--- src/rtl/rx_seq_pkg.sv ---
// Shared definitions for the RX sequencer: state encoding, control-word bit
// positions and default schedule lengths.
package rx_seq_pkg;

    typedef enum logic [2:0] {
        ST_IDLE    = 3'd0,
        ST_FLUSH   = 3'd1,
        ST_AGC     = 3'd2,
        ST_SEARCH  = 3'd3,
        ST_CAPTURE = 3'd4,
        ST_HOLDOFF = 3'd5
    } state_t;

    localparam int CTRL_START     = 0;
    localparam int CTRL_AGC_EN_N  = 1;
    localparam int CTRL_SEARCH_EN = 2;

    localparam int DEF_FLUSH_LEN   = 16;
    localparam int DEF_AGC_LEN     = 256;
    localparam int DEF_PAY_LEN     = 10000;
    localparam int DEF_HOLDOFF_LEN = 100;
    localparam int DEF_TIMEOUT_LEN = 4096;
    localparam int DEF_CNT_W       = 16;

endpackage

--- src/rtl/rx_seq_cnt.sv ---
// Per-state event counter: cleared on state entry, advanced on each qualifying
// event, flags when the count has reached len_m1.
module rx_seq_cnt #(
    parameter int CNT_W = 16
) (
    input  logic             clk,
    input  logic             rst_n,
    input  logic             clr,
    input  logic             en,
    input  logic [CNT_W-1:0] len_m1,
    output logic             term
);

    logic [CNT_W-1:0] cnt;

    always_ff @(posedge clk or negedge rst_n) begin
        if (!rst_n)
            cnt <= '0;
        else if (clr)
            cnt <= '0;
        else if (en)
            cnt <= cnt + CNT_W'(1);
    end

    assign term = (cnt == len_m1);

endmodule

--- src/rtl/rx_seq_ctrl.sv ---
// RX chain sequencer: flush, AGC settle, preamble search, capture, hold-off.
// Optional search timeout enabled by defining RX_SEQ_TIMEOUT_EN.
module rx_seq_ctrl
    import rx_seq_pkg::*;
#(
    parameter int FLUSH_LEN   = DEF_FLUSH_LEN,
    parameter int AGC_LEN     = DEF_AGC_LEN,
    parameter int PAY_LEN     = DEF_PAY_LEN,
    parameter int HOLDOFF_LEN = DEF_HOLDOFF_LEN,
    parameter int TIMEOUT_LEN = DEF_TIMEOUT_LEN,
    parameter int CNT_W       = DEF_CNT_W
) (
    input  logic        i_clk,
    input  logic        i_rstn,
    input  logic        i_en,
    input  logic        i_agc_en_n,
    input  logic        i_vld,
    input  logic        i_frame_det,
    output logic        o_rx_rst,
    output logic [31:0] o_ctrl,
    output logic        o_store_en,
    output logic        o_busy,
    output logic [2:0]  o_state,
    output logic [15:0] o_frame_cnt,
    output logic [15:0] o_timeout_cnt
);

    state_t           state, nxt;
    logic [CNT_W-1:0] len_m1;
    logic             ev, term, done, clr, capt_done;
    logic [31:0]      ctrl_d;
`ifdef RX_SEQ_TIMEOUT_EN
    logic             tmo;
`endif

    // FLUSH is timed in clocks; every other state is timed in sample strobes
    assign ev   = (state == ST_FLUSH) | i_vld;
    assign done = term & ev;
    assign clr  = (nxt != state) | (state == ST_IDLE);

    always_comb begin
        len_m1 = '0;
        case (state)
            ST_FLUSH:   len_m1 = CNT_W'(FLUSH_LEN - 1);
            ST_AGC:     len_m1 = CNT_W'(AGC_LEN - 1);
            ST_SEARCH:  len_m1 = CNT_W'(TIMEOUT_LEN - 1);
            ST_CAPTURE: len_m1 = CNT_W'(PAY_LEN - 1);
            ST_HOLDOFF: len_m1 = CNT_W'(HOLDOFF_LEN - 1);
            default:    len_m1 = '0;
        endcase
    end

    rx_seq_cnt #(.CNT_W(CNT_W)) u_cnt (
        .clk    (i_clk),
        .rst_n  (i_rstn),
        .clr    (clr),
        .en     (ev),
        .len_m1 (len_m1),
        .term   (term)
    );

    // State register, plus output registers decoded from the next state
    always_ff @(posedge i_clk or negedge i_rstn) begin
        if (!i_rstn) begin
            state       <= ST_IDLE;
            o_ctrl      <= '0;
            o_rx_rst    <= 1'b0;
            o_store_en  <= 1'b0;
            o_busy      <= 1'b0;
            o_frame_cnt <= '0;
        end else begin
            state       <= nxt;
            o_ctrl      <= ctrl_d;
            o_rx_rst    <= (nxt == ST_FLUSH);
            o_store_en  <= (nxt == ST_CAPTURE);
            o_busy      <= (nxt != ST_IDLE);
            o_frame_cnt <= o_frame_cnt + 16'(capt_done);
        end
    end

    always_comb begin
        nxt       = state;
        capt_done = 1'b0;
`ifdef RX_SEQ_TIMEOUT_EN
        tmo       = 1'b0;
`endif
        case (state)
            ST_IDLE:    nxt = ST_FLUSH;
            ST_FLUSH:   if (done) nxt = i_agc_en_n ? ST_SEARCH : ST_AGC;
            ST_AGC:     if (done) nxt = ST_SEARCH;
            ST_SEARCH: begin
                if (i_frame_det)
                    nxt = ST_CAPTURE;
`ifdef RX_SEQ_TIMEOUT_EN
                else if (done) begin
                    nxt = i_agc_en_n ? ST_FLUSH : ST_AGC;
                    tmo = 1'b1;
                end
`endif
            end
            ST_CAPTURE: begin
                if (done) begin
                    nxt       = ST_HOLDOFF;
                    capt_done = 1'b1;
                end
            end
            ST_HOLDOFF: if (done) nxt = ST_SEARCH;
            default:    nxt = ST_IDLE;
        endcase
        // Disarm overrides everything, including a capture completing this cycle
        if (!i_en) begin
            nxt       = ST_IDLE;
            capt_done = 1'b0;
`ifdef RX_SEQ_TIMEOUT_EN
            tmo       = 1'b0;
`endif
        end
    end

    always_comb begin
        ctrl_d                 = '0;
        ctrl_d[CTRL_START]     = nxt inside {ST_AGC, ST_SEARCH, ST_CAPTURE, ST_HOLDOFF};
        ctrl_d[CTRL_AGC_EN_N]  = (nxt inside {ST_CAPTURE, ST_HOLDOFF}) |
                                 ((nxt inside {ST_AGC, ST_SEARCH}) & i_agc_en_n);
        ctrl_d[CTRL_SEARCH_EN] = (nxt == ST_SEARCH);
    end

    assign o_state = state;

`ifdef RX_SEQ_TIMEOUT_EN
    always_ff @(posedge i_clk or negedge i_rstn) begin
        if (!i_rstn)
            o_timeout_cnt <= '0;
        else if (tmo)
            o_timeout_cnt <= o_timeout_cnt + 16'd1;
    end
`else
    assign o_timeout_cnt = '0;
`endif

endmodule

--- config.mk ---
export PLATFORM = sky130hd
export DESIGN_NAME = rx_seq_ctrl
export DESIGN_NICKNAME = d
export VERILOG_FILES = /design/src/rtl/rx_seq_pkg.sv /design/src/rtl/rx_seq_cnt.sv /design/src/rtl/rx_seq_ctrl.sv
export SDC_FILE = /design/constraint.sdc
export NUM_CORES = 1
export LEC_CHECK = 0
export CORE_MARGIN = 5
export CORE_UTILIZATION = 43
export DETAILED_ROUTE_END_ITERATION = 16
export GPL_TIMING_DRIVEN = 0
export PLACE_DENSITY = 0.77
export REMOVE_ABC_BUFFERS = 1
export SYNTH_ARGS = -nofsm -noshare
export SYNTH_HDL_FRONTEND = slang
export SYNTH_SLANG_ARGS = --single-unit
--- constraint.sdc ---
create_clock -name i_clk -period 2.93 [get_ports i_clk]
set_input_delay 0.293 -clock i_clk [delete_from_list [all_inputs] [get_ports i_clk]]
set_output_delay 0.293 -clock i_clk [all_outputs]
set_load 0.02 [all_outputs]
After elaboration in Yosys (flattened, before gate mapping) --
Cells that the tools add are included.
Storage, ports and cells: register bits after elaboration 41, bits of input ports 6, output and inout port bits 70, logic and storage cells 46
Operators by class: multiplexer cells 13, reductions and logical operators 7, add/sub/neg operators 2, bitwise gates (word level) 5, equality and inequality tests 12
Operators by type and width (number):
- $pmux W14 S5 | 1
- $mux W16 | 2
- $add A16 B1 Y16 | 1
- $add A16 B1 Y16 const B | 1
- $eq A16 B14 Y1 | 1
- $mux W3 | 5
- $pmux W3 S5 | 1
- $eq A3 B2 Y1 const B | 4
- $eq A3 B3 Y1 const B | 4
- $eq A3 B1 Y1 const B | 2
- $reduce_bool A2 Y1 | 3
- $mux W1 | 4
- $reduce_bool A4 Y1 | 1
- $logic_not A3 Y1 | 1
- $ne A3 B3 Y1 | 1
- $or A1 B1 Y1 | 3
- $reduce_bool A3 Y1 | 1
- $and A1 B1 Y1 | 2
- $reduce_or A2 Y1 | 1

Longest topological paths before layout --
Gate-level depths: netlist (run 1).
depth in word-level cells 11, mapped depth 14, mapped depth without buffers 12

Hierarchy --
A second synthesis (run 1) with hierarchy kept.
Second synthesis, totals: cell total of the unflattened synthesis 271, area total of the unflattened synthesis 2623.8 um^2
By module, submodules not included:
- rx_seq_ctrl | cells an instance 167, sequential area each 625.6 um^2, area each 1599.0 um^2, instances 1
- rx_seq_cnt | cells an instance 104, sequential area each 400.4 um^2, area each 1024.7 um^2, instances 1

Least setup slack after synthesis (run 1) --
Ideal clock, no wire load.
kind reg-to-reg, start reg state[1], in the netlist o_state[1], end reg o_frame_cnt[12], stages on the path, launching flop included 13, period minus slack after synthesis 2.849 ns, data required time 2.801 ns, path buffers 1, data arrival time 2.720 ns, slack 0.081 ns, setup time 0.129 ns, path through dfrtp_1 -> or3_4 -> a211oi_1 -> o221a_1 -> and3_1 -> buf_6 -> and3_1 -> ha_1 -> ha_1 -> nand2_1 -> nor3_1 -> nand3_1 -> xnor2_1
On the way: cells in the longest elaborated chain, start to end 8, elaborated cells on any way between the ends 13, those cells by class 1 x add/sub; 6 x eq/ne; 4 x mux; 2 x bitwise
Ends and longest elaborated chain:
- start: declaration | RTL line rx_seq_ctrl.sv:28 | state_t state, nxt;
- start signal: assignment | RTL line rx_seq_ctrl.sv:72 | state <= nxt;
- $eq A3 B3 Y1, or another cell as far along | RTL line rx_seq_ctrl.sv:43 | case (state)
- $pmux W14 S5 | RTL line rx_seq_ctrl.sv:43
- $eq A16 B14 Y1 | RTL line rx_seq_cnt.sv:25 | assign term = (cnt == len_m1);
- $and A1 B1 Y1 | RTL line rx_seq_ctrl.sv:38 | assign done = term & ev;
- $mux W1 | RTL line rx_seq_ctrl.sv:102 | if (done) begin
- $mux W1 (*) | RTL line rx_seq_ctrl.sv:87 | case (state)
- $mux W1 (*) | RTL line rx_seq_ctrl.sv:111 | if (!i_en) begin
- $add A16 B1 Y16 (*) | RTL line rx_seq_ctrl.sv:77 | o_frame_cnt <= o_frame_cnt + 16'(capt_done);
- end signal: assignment | RTL line rx_seq_ctrl.sv:77
- end: declaration | RTL line rx_seq_ctrl.sv:24 | output logic [15:0] o_frame_cnt,
Mark *: on every way between the ends. The rest lies on a longest branch, timed or not. A chain may end at the register's enable or synchronous reset.

Worst setup path in the final report (run 1) --
start reg state[0], in the netlist o_state[0], end reg o_frame_cnt[14]
Same word-level chain as after synthesis.

==> run summary, run 1 <==
worst vdd ir - 0.197 mV
Clock Pin Slew Worst Setup and Hold Paths - 0.08 ns
startpoint types - register
hold_ws - 0.107 ns
Final Routed Wirelength - 4.89 mm
core area - 5820 µm²
die height - 86.7 µm
synthesis-to-layout area growth - 16.6%
initial antenna violation count - 0
gate count after technology mapping - 263
Post-Synth XOR/XNOR Area - 10.0%
DR iter-0 viols - 153
Die X - 86.7 µm
Routed Antenna Nets - 0
synth unique cells - 51
worst path required time - 3.12 ns
Max Fanout on Critical Path - 10
Rows - 28
Clock Skews - 0.00313 ns
post-synthesis mux area share - 0.396%
clock buffer depth - 2
die area - 7510 µm²
synthesized flop and latch total - 41
clk sinks - 41
clock buffer count from CTS - 5
minimum clock period - 2.79 ns
ant diodes - 0
Worst Path Arrival - 2.98 ns
H-Tree Depth - 2
crit path cell chain - buf_4 > and2b_2 > o21bai_1 > a222oi_1 > nor4_1 > and3_2 > and3_1 > ha_1 > ha_2 > nand2_2 > nor3_4 > nand3_1 > xnor2_1
I/O Buffers - 30
post-synthesis adder-cell area fraction - 1.49%
endpoint class of the critical path - register
number of enable flip-flop cells after synthesis - 0
ys async rst share - 100%
status - finished clean
fin. max-slew vios - 0
Avg Synthesized Cell Area - 9.61 µm²
Cell Area, Synth - 2530 µm²
CP max stage cell - dfrtp_2
max frequency - 0.358 GHz
RD Place Congestion - 0.805
simple-gate share of the synthesized area - 23.0%
routed len/inst - 12.7 µm
# DRC - 0
placed cell area - 2700 µm²
num ports - 76
drt pass-1 iters - 4
Total Routing Usage GR - 12.9%
yosys warns - 0
layout cells sized above 1 - 16.2%
dpl hpwl - 3.29 mm
largest net degree at the start of global routing - 42
setup_tns - 0 ns
first-pass GRT wire length - 7.73 mm
P per Cell Area - 429 nW/µm²
max cap viols - 0
critical path class - reg2reg
Tightest Pin Transition - 0.873 ns
RSZ-0062 raised after global routing - true
Vias per Instance - 4.79
final net count - 317
via count - 1840
sequential fraction of the synthesis area - 40.6%
Worst path max stage delay - 0.43 ns
TritonCTS clock tree - built
static leakage - 1.34 nW
hold violation total from the final report - 0
Worst Hold Class - in2async
Compound-Gate Fraction of Synth Area - 8.22%
hold buffers post-CTS - 0
part of the cycle the worst path needs - 95.3%
CTS root buf - clkbuf_8
Clock Latency Late Sink - 0.30 ns
final setup fails - 0
Initial Util - 43.5%
Slew HR - 41.8%
post-route cell area - 2950 µm²
vias in the first global route - 1650
gr ovfl total - 0
Synth Flop Type - dfrtp_1
main combinational cell family by area after synthesis - simple AND/OR/NAND/NOR gates
## synthesized netlist by cell type (all sizes together) (2+ instances only)
master	instances	area [µm²]
nand4b	2	17.5
buf	49	374
inv	6	22.5
and2	2	12.5
nor3	6	30.0
a31oi	3	18.8
a21o	3	22.5
nor4b	2	23.8
xor2	8	70.1
o21ai	5	25.0
dfrtp	41	1030
xnor2	21	184
and3	7	43.8
a211oi	3	22.5
nor3b	2	15.0
nand2	19	71.3
nand3	13	65.1
or3	3	23.8
nor2	34	203
clkbuf	3	11.3
a21oi	3	15.0
ha	3	37.5
nand4	4	25.0
## worst max-delay path: cells and delay by family, from the launching register on
family          cells  cell delay [ns]
simple gates        7             1.38
flops               1             0.43
fa+ha+maj           2             0.36
compound gates      2             0.22
buf+inv             1             0.18
xor+xnor            1             0.13
## kinds of logic after synthesis
kind of cell	after synthesis
and+or+nand+nor	101
buffers and inverters	58
DFF	41
AOI/OAI and AO/OA	29
xor gates and xnor gates	29
adders and majority gates	3
other	1
muxes	1
## report_power, final
part,total (mW),switching [mW],internal [mW]
sequential,0.600,0.0163,0.584
combinational,0.307,0.190,0.117
clock,0.357,0.193,0.164
## through the flow
step	util [%]	setup slack (ns)	std cells	total power, mW
after floorplan	-	-0.0107	255	0.788
after global placement	46.5	-0.305	360	0.863
after detailed placement	46.4	-0.381	360	0.865
after CTS	49.1	0.0163	375	1.25
after global routing	50.7	-0.0185	384	1.33
final	50.7	0.138	384	1.26
## flip-flops by register name (all words and copies together) (netlist names)
| register | flops |
|---|---|
| o_frame_cnt | 16 |
| o_store_en | 1 |
| u_cnt.cnt | 16 |
| o_busy | 1 |
| o_ctrl | 3 |
| o_rx_rst | 1 |
| o_state | 3 |
## final timing paths
kind	start	endpoint	slack [ns]	cells past startpoint
max in group asynchronous	i_rstn	o_state[0]$_DFF_PN0_	2.22	1
setup reg to reg	o_state[0]$_DFF_PN0_	o_frame_cnt[14]$_DFF_PN0_	0.14	13
hold / removal	i_rstn	o_frame_cnt[6]$_DFF_PN0_	0.11	1
hold reg to reg	o_frame_cnt[15]$_DFF_PN0_	o_frame_cnt[15]$_DFF_PN0_	0.48	1
setup / recovery	o_state[0]$_DFF_PN0_	o_frame_cnt[14]$_DFF_PN0_	0.14	13
min in group i_clk	o_frame_cnt[15]$_DFF_PN0_	o_frame_cnt[15]$_DFF_PN0_	0.48	1
## timing repair
item | CTS | global route
setup buffers | 7 | 9
endpoints found under the setup margin | 8 | 9
resized for setup | 7 | 7
pin swaps | 0 | 4
## per-layer routing
metal | share of wire, % | vias up | track usage [%]
li1 | - | 890 | -
met1 | 42 | 858 | 16.4
met2 | 47 | 82 | 20.2
met3 | 9.4 | 10 | 3.90
met4 | 1.8 | 0 | 5.52
met5 | 0 | - | 0
## area by class of cell
cell class / count / area, µm²
clock buffers: 5 / 68.8
clock inverters: 3 / 17.5
repair buffers: 46 / 415
fillers: 528 / 2870
flip-flops and latches: 41 / 1030
inverters: 6 / 25.0
multi-input cells: 208 / 1300
well taps: 75 / 93.8
## cell usage in the layout (no fill, tap or decap), drive strengths merged, types with 2 or more instances in the layout
master	synthesis	final
nand4	4	4
clkinv	0	2
conb	1	45
a211oi	3	3
xnor2	21	21
nand3	13	13
nand4b	2	2
and2	2	2
clkbuf	3	5
or3	3	3
clkdlybuf4s50	0	29
dfrtp	41	41
a21oi	3	3
xor2	8	8
a21o	3	3
buf	49	17
ha	3	3
nand2	19	19
o21ai	5	5
and3	7	7
a31oi	3	3
nor3	6	6
nor2	34	34
nor4b	2	2
nor3b	2	2
inv	6	6
(Power assumes the default switching activity.)
==> run 2, diff against run 1 <==
--- a/config.mk
+++ b/config.mk
@@ -7,6 +7,7 @@
 export LEC_CHECK = 0
 export CORE_MARGIN = 5
 export CORE_UTILIZATION = 43
+export CTS_CLUSTER_DIAMETER = 120
 export DETAILED_ROUTE_END_ITERATION = 16
 export GPL_TIMING_DRIVEN = 0
 export PLACE_DENSITY = 0.77
==> results of run 2 <==
Same layout as run 1: the final DEF is identical, and so are final timing and power.
